===== config.mk =====
export PLATFORM = sky130hd
export DESIGN_NAME = fetch_stage
export DESIGN_NICKNAME = d
export VERILOG_FILES = /design/src/rtl/fetch_stage.sv
export SDC_FILE = /design/constraint.sdc
export NUM_CORES = 1
export LEC_CHECK = 0
export ABC_AREA = 0
export CAP_MARGIN = 20
export CORE_ASPECT_RATIO = 1.1
export CORE_UTILIZATION = 52
export DETAILED_ROUTE_END_ITERATION = 6
export GPL_ROUTABILITY_DRIVEN = 1
export HOLD_SLACK_MARGIN = 0.1
export PLACE_DENSITY = 0.9
export SYNTH_ARGS = -nofsm -noshare
export SYNTH_HDL_FRONTEND = slang
export SYNTH_SLANG_ARGS = --single-unit

===== constraint.sdc =====
create_clock -name clk -period 6.2 [get_ports clk]
set_input_delay 1.24 -clock clk [delete_from_list [all_inputs] [get_ports clk]]
set_output_delay 1.24 -clock clk [all_outputs]
set_load 0.01 [all_outputs]

===== src/rtl/fetch_stage.sv =====
// ----------------------------------------------------------------------------
// fetch_stage
//   Instruction-fetch stage with the IF/ID pipeline register. It holds the PC,
//   issues word fetches over a req/ready handshake, and presents the fetched
//   instruction to decode. It honours decode stalls and branch/jump redirects.
//
// Ports
//   clk            in   1   rising-edge clock
//   reset          in   1   asynchronous, active-high reset
//   imem_req       out  1   fetch request (registered)
//   imem_addr      out  32  word-aligned fetch address (registered)
//   imem_rdata     in   32  instruction word, valid with imem_ready
//   imem_ready     in   1   completes the outstanding request this cycle
//   stall          in   1   decode cannot accept; IF/ID holds
//   redirect_valid in   1   taken branch/jump this cycle
//   redirect_pc    in   32  redirect target (low two bits ignored)
//   if_valid       out  1   IF/ID holds a real instruction
//   if_instr       out  32  IF/ID instruction, 0 when invalid
//   if_pc4         out  32  address of if_instr + 4
//   if_opcode      out  6   if_instr[31:26]
// ----------------------------------------------------------------------------
module fetch_stage #(
  parameter logic [31:0] RESET_PC = 32'h0000_0000
) (
  input  logic        clk,
  input  logic        reset,
  output logic        imem_req,
  output logic [31:0] imem_addr,
  input  logic [31:0] imem_rdata,
  input  logic        imem_ready,
  input  logic        stall,
  input  logic        redirect_valid,
  input  logic [31:0] redirect_pc,
  output logic        if_valid,
  output logic [31:0] if_instr,
  output logic [31:0] if_pc4,
  output logic [5:0]  if_opcode
);

  typedef enum logic [1:0] {
    IDLE  = 2'd0,
    FETCH = 2'd1,
    HOLD  = 2'd2,
    DRAIN = 2'd3
  } state_t;

  state_t      r_state, w_state_nxt;
  // Next fetch address. In DRAIN it carries the pending redirect target
  // while imem_addr stays on the request still in flight.
  logic [31:0] r_pc, w_pc_nxt;
  logic        r_req, w_req_nxt;
  logic [31:0] r_addr, w_addr_nxt;
  logic        r_valid, w_valid_nxt;
  logic [31:0] r_instr, w_instr_nxt;
  logic [31:0] r_pc4, w_pc4_nxt;
  // One-entry skid buffer; it is occupied exactly while in HOLD.
  logic [31:0] r_buf, w_buf_nxt;

  logic [31:0] w_rpc;
  logic [31:0] w_addr_p4;

  assign w_rpc     = redirect_pc & ~32'h0000_0003;
  assign w_addr_p4 = r_addr + 32'd4;

  always_ff @(posedge clk or posedge reset) begin
    if (reset) begin
      r_state <= IDLE;
      r_pc    <= RESET_PC;
      r_req   <= 1'b0;
      r_addr  <= RESET_PC;
      r_valid <= 1'b0;
      r_instr <= '0;
      r_pc4   <= '0;
      r_buf   <= '0;
    end else begin
      r_state <= w_state_nxt;
      r_pc    <= w_pc_nxt;
      r_req   <= w_req_nxt;
      r_addr  <= w_addr_nxt;
      r_valid <= w_valid_nxt;
      r_instr <= w_instr_nxt;
      r_pc4   <= w_pc4_nxt;
      r_buf   <= w_buf_nxt;
    end
  end

  always_comb begin
    w_state_nxt = r_state;
    w_pc_nxt    = r_pc;
    w_req_nxt   = r_req;
    w_addr_nxt  = r_addr;
    w_valid_nxt = r_valid;
    w_instr_nxt = r_instr;
    w_pc4_nxt   = r_pc4;
    w_buf_nxt   = r_buf;

    // A redirect flushes IF/ID regardless of state or stall.
    if (redirect_valid) begin
      w_valid_nxt = 1'b0;
      w_instr_nxt = '0;
      w_pc_nxt    = w_rpc;
    end

    unique case (r_state)
      IDLE: begin
        w_state_nxt = FETCH;
        w_req_nxt   = 1'b1;
        w_addr_nxt  = redirect_valid ? w_rpc : r_pc;
        if (!redirect_valid && !stall) begin
          w_valid_nxt = 1'b0;
          w_instr_nxt = '0;
        end
      end

      FETCH: begin
        if (redirect_valid) begin
          if (imem_ready) begin
            w_addr_nxt = w_rpc;
          end else begin
            w_state_nxt = DRAIN;
          end
        end else if (imem_ready) begin
          if (!stall) begin
            w_valid_nxt = 1'b1;
            w_instr_nxt = imem_rdata;
            w_pc4_nxt   = w_addr_p4;
            w_addr_nxt  = w_addr_p4;
            w_pc_nxt    = w_addr_p4;
          end else begin
            w_buf_nxt   = imem_rdata;
            w_req_nxt   = 1'b0;
            w_state_nxt = HOLD;
          end
        end else if (!stall) begin
          w_valid_nxt = 1'b0;
          w_instr_nxt = '0;
        end
      end

      HOLD: begin
        // imem_addr still points at the buffered word, so addr+4 is its pc4
        // and also the next fetch address.
        if (redirect_valid) begin
          w_addr_nxt  = w_rpc;
          w_req_nxt   = 1'b1;
          w_state_nxt = FETCH;
        end else if (!stall) begin
          w_valid_nxt = 1'b1;
          w_instr_nxt = r_buf;
          w_pc4_nxt   = w_addr_p4;
          w_addr_nxt  = w_addr_p4;
          w_pc_nxt    = w_addr_p4;
          w_req_nxt   = 1'b1;
          w_state_nxt = FETCH;
        end
      end

      DRAIN: begin
        // Returning data belongs to the squashed path and is dropped.
        if (imem_ready) begin
          w_addr_nxt  = redirect_valid ? w_rpc : r_pc;
          w_state_nxt = FETCH;
        end
        if (!redirect_valid && !stall) begin
          w_valid_nxt = 1'b0;
          w_instr_nxt = '0;
        end
      end

      default: begin
        w_state_nxt = IDLE;
      end
    endcase
  end

  assign imem_req  = r_req;
  assign imem_addr = r_addr;
  assign if_valid  = r_valid;
  assign if_instr  = r_instr;
  assign if_pc4    = r_pc4;
  assign if_opcode = r_instr[31:26];

endmodule


=== Word-level counts from Yosys, hierarchy flattened ===
Cells that the tools add are included.

* Logic and storage cells: 83
* Input bits: 69
* ROM bits: 0
* Register bits after elaboration: 164
* Output and inout bits: 104
* Memories kept: 0
* Bits in latches: 0
* Memory bits (writable): 0

* Add/sub/neg operators: 1
* Equality and inequality tests: 12
* Muxes and demuxes: 49
* Bitwise gates (word level): 1
* Reductions and logical operators: 12
* Shifts and indexed selects: 0
* Order comparisons: 0
* Divide/modulo/power cells: 0
* $mul: 0

{| class="wikitable"
|+ Operator list
! cell !! number
|-
| 32-bit 2-to-1 mux || 23
|-
| 32-bit one-hot mux with 2 select lines || 2
|-
| 32-bit one-hot mux with 4 select lines || 1
|-
| 32-bit one-hot mux with 3 select lines || 1
|-
| 32-bit by 3-bit adder with 32-bit output (second input constant) || 1
|-
| 2-bit 2-to-1 mux || 7
|-
| 1-bit 2-to-1 mux || 12
|-
| 3-bit inequality test (second input constant) || 4
|-
| 2-bit inequality test (second input constant) || 5
|-
| 5-bit AND reduction || 2
|-
| 2-bit one-hot mux with 4 select lines || 1
|-
| 4-bit AND reduction || 2
|-
| 1-bit one-hot mux with 3 select lines || 2
|-
| 2-bit equality test (second input constant) || 2
|-
| 3-bit nonzero test || 1
|-
| 2-bit by 1-bit equality test with 1-bit output (second input constant) || 1
|-
| 1-bit zero test || 2
|-
| 2-bit zero test || 1
|-
| 2-bit AND reduction || 1
|-
| 2-bit nonzero test || 1
|-
| 2-bit OR reduction || 1
|-
| 1-bit logical AND || 1
|-
| 1-bit inverter || 1
|}

=== Depth between registers and ports, before layout ===
* Word-level depth: 5
* Gate-level depth with buffers: 9
* Gate-level depth less buffers: 7

=== Least setup slack after synthesis ===
Ideal clock, no wire load.

* Path type: input-to-reg
* From: in redirect_valid
* To: reg r_pc4[11] (netlist: if_pc4[11])
* Setup time: 0.128 ns
* Setup slack: 3.652 ns
* Data arrival time: 2.420 ns
* Required time: 6.072 ns
* Path buffers: 2
* Stages on the path: 6
* Cells stage by stage: nand2b_1 -> a21o_1 -> a211oi_2 -> buf_2 -> buf_2 -> a21oi_1

* Cells in the longest elaborated chain, start to end: 2
* Elaborated cells between the ends (all ways): 3
* Those cells by class: eq/ne: 2; reduce/logical: 1

{| class="wikitable"
|+ Ends and longest elaborated chain
! element !! line !! RTL
|-
| start: declaration || 32 || <nowiki>input logic redirect_valid,</nowiki>
|-
| 2-bit inequality test (no source line) || n/a ||
|-
| 4-bit AND reduction (no source line) * || n/a ||
|-
| end signal: assignment || 82 || <nowiki>r_pc4 <= w_pc4_nxt;</nowiki>
|-
| end: declaration || 55 || <nowiki>logic [31:0] r_pc4, w_pc4_nxt;</nowiki>
|}

Mark *: on every way between the ends. The rest lies on a longest branch, timed or not.
A chain may end at the register's enable or synchronous reset.

=== Worst setup path in the final report ===
* From: in imem_ready
* To: reg r_pc[15]

* Cells in the longest elaborated chain, start to end: 3

{| class="wikitable"
|+ Ends and longest elaborated chain
! element !! line !! RTL
|-
| start: declaration || 30 || <nowiki>input logic imem_ready,</nowiki>
|-
| 32-bit 2-to-1 mux || 122 || <nowiki>end else if (imem_ready) begin</nowiki>
|-
| 32-bit 2-to-1 mux || 116 || <nowiki>if (redirect_valid) begin</nowiki>
|-
| 32-bit one-hot mux with 2 select lines || 104 || <nowiki>unique case (r_state)</nowiki>
|-
| via w_pc_nxt[15] || 50 || <nowiki>logic [31:0] r_pc, w_pc_nxt;</nowiki>
|-
| end signal: assignment || 77 || <nowiki>r_pc <= w_pc_nxt;</nowiki>
|-
| end: declaration || 50 ||
|}

The timed path passes the listed nets, and every way through them passes these cells.

==> out/summary.txt <==
unrepaired setup endpoints after global routing -> false
element type at the critical path start -> input pin
CTS root buf -> clkbuf_16
final clock skew -> 0.00931 ns
core region area -> 15800 um^2
commonest non-fill, non-tap cells in the layout -> clkdlybuf4s50_1 (169), dfrtp_1 (164), a21oi_1 (72), o22ai_1 (66), a22oi_1 (66)
register area -> 4100 um^2
hold path startpoint -> imem_req
post-synth net total -> 905
Die Height -> 136 um
HP Class -> reg2reg
DIE WIDTH -> 124 um
max_slew headroom -> 0.347
FILL cells -> 1153
fin nets -> 1031
Power Total -> 0.00520 W
ys flop type -> dfrtp_1
crit-path max FO -> 17
First DRT Iteration DRCs -> 723
Yosys top cell area share -> 0.485
antenna cell count -> 0
commonest non-fill, non-tap cell in the layout -> clkdlybuf4s50_1
top-level port count -> 173
number of global-route vias before repair -> 7195
CTS Hold Bufs -> 0
setup TNS -> 0 ns
final worst path period need -> 3.23 ns
Fin. Hold Viols -> 0
Setup-failing EPs final -> 0
Final HPWL DP -> 15.2 mm
Power Density -> 480 nW/um^2
Setup crit end kind -> flip-flop
Vias -> 7416
R2R Path Start -> r_state[0]
largest net degree at the start of global routing -> 59
flops & latches, synth -> 164
sequential share of the synthesized area -> 0.485
routed len/inst -> 20.0 um
Slew Viols, Final -> 0
H-tree levels -> 4
All-Layer GR Usage -> 0.284
Worst-Margin Slew -> 0.972 ns
Reg2Reg Depth -> 7
Inserted Clock Buffers -> 17
CTS resizes -> 0
Layout Utilization -> 0.685
critical path data required time -> 6.47 ns
Initial DRT Pass Iterations -> 5
Critical Path AT -> 3.50 ns
Via density -> 6.34
CTS tree -> done
Die Area -> 16800 um^2
P_leak -> 4.36 nW
Starting Density -> 0.536
std cell rows -> 48
routed wire length -> 23.5 mm
fin crit share -> 0.520
Critical Path Source -> imem_ready
Post-Synthesis Cells -> 831
Post-synth EDFFs -> 0
largest area contributor in the netlist -> dfrtp_1
Reg clk slew, reported paths -> 0.07 ns
DRC errors left -> 0
post-CTS setup buffer count -> 0
Placer Congestion -> 0.887
max_cap viols -> 0
post-synthesis cell area -> 8470 um^2
syn avg cell area -> 10.2 um^2
number of I/O port buffers -> 170
CTS max path bufs -> 2
peak supply drop -> 0.000339 V
Hold Crit Depth -> 1
first-pass GRT wire length -> 36.8 mm
worst-skew pair later-pin latency -> 0.43 ns
Setup Crit Path Kind -> in2reg
GRT Residual Overflow -> 0
layout cells sized above 1 -> 0.120
Yosys Warn Count -> 0
post-route antenna net violation count -> 0
initial antenna violation count -> 1
clock net sink count -> 164
Yosys cell types -> 65
Area growth, synth to finish -> 27.8%
status -> completed
f_max -> 310 MHz
largest cells by area after synthesis -> dfrtp_1 (48%), a22oi_1 (5.9%), mux2_2 (5.1%)
asr flop ratio synth -> 1.00
area occupied by multi-input gates -> 3920 um^2
==> critical path, stage by stage <==
cell	delay, ns
clkdlybuf4s50_1	0.76
nor2b_1	0.28
or3_1	0.42
a21oi_4	0.58
o22ai_1	0.21
==> synthesized netlist by cell type, types with 3 or more instances <==
library cell / number
nor2_1: 60
nand2_1: 48
a32oi_1: 3
buf_6: 6
o22ai_1: 66
o21ai_1: 5
dfrtp_1: 164
a31oi_1: 4
buf_2: 23
and3_1: 6
clkbuf_1: 33
nor2_4: 3
o21bai_1: 4
inv_1: 12
ha_1: 5
a2bb2oi_1: 13
o2bb2ai_1: 3
nor3_4: 3
or3_1: 3
nor2b_1: 10
mux2_2: 38
nand4_1: 9
mux2i_1: 20
o22a_1: 3
buf_1: 4
o221ai_1: 4
buf_4: 11
nand4_4: 4
xor2_1: 13
a22oi_1: 66
a22o_1: 5
o21ai_0: 32
nand3_1: 10
a21o_1: 5
o211ai_1: 4
a21boi_0: 3
a21oi_1: 72
xnor2_1: 14
nor3_1: 8
==> per-stage QoR <==
step           area, um^2  cells  hold slack, ns  setup WS [ns]
3_3_place_gp        10100   1134           0.462           2.12
6_report            10800   1170           0.478           2.97
2_1_floorplan        8470    831           0.451          0.527
4_1_cts             10800   1168           0.481           3.00
3_5_place_dp        10200   1136           0.465           2.55
5_1_grt             10800   1170           0.516           2.89
==> final cells by class <==
class,instances,area share
clock buffers,17,0.0393
clock inverters,15,0.0170
inverters,14,0.00532
multi-input cells,573,0.362
flip-flops and latches,164,0.379
well taps,200,0.0231
repair buffers,187,0.174
==> layer usage <==
layer	track usage	up-vias	part of all wire
li1	-	3342	-
met1	0.353	3648	0.39
met2	0.463	364	0.49
met3	0.0793	62	0.087
met4	0.112	0	0.030
met5	0	-	0
==> state kept, by name, summed over array words and instances, names as in the netlist <==
| register | cells |
|---|---|
| r_state | 2 |
| if_instr | 32 |
| imem_addr | 32 |
| if_valid | 1 |
| r_pc | 32 |
| r_buf | 32 |
| if_pc4 | 32 |
| imem_req | 1 |
==> path summary, 6_finish.rpt <==
path	end	slack (ns)
max in group asynchronous	r_buf[11]	3.83
min in group asynchronous	if_pc4[3]	1.20
worst max-delay path	r_pc[15]	2.97
worst min register to register	imem_req	0.48
worst min-delay path	imem_req	0.48
worst max register to register	imem_addr[4]	3.39
==> cell families after synthesis <==
logic type	Yosys count	synth area share
flops	164	0.485
buf+inv	94	0.0567
mux	58	0.0742
simple gates	179	0.114
fa+ha+maj	5	0.00739
compound gates	304	0.235
xor+xnor	27	0.0279
==> power breakdown <==
group | total, W | switching, W | leakage (nW) | internal [W]
registers | 0.00186 | 0.000372 | 2.03 | 0.00149
logic | 0.00226 | 0.00122 | 2.04 | 0.00104
clock network | 0.00108 | 0.000498 | 0.293 | 0.000578
Power figures use the tool's default switching activity.
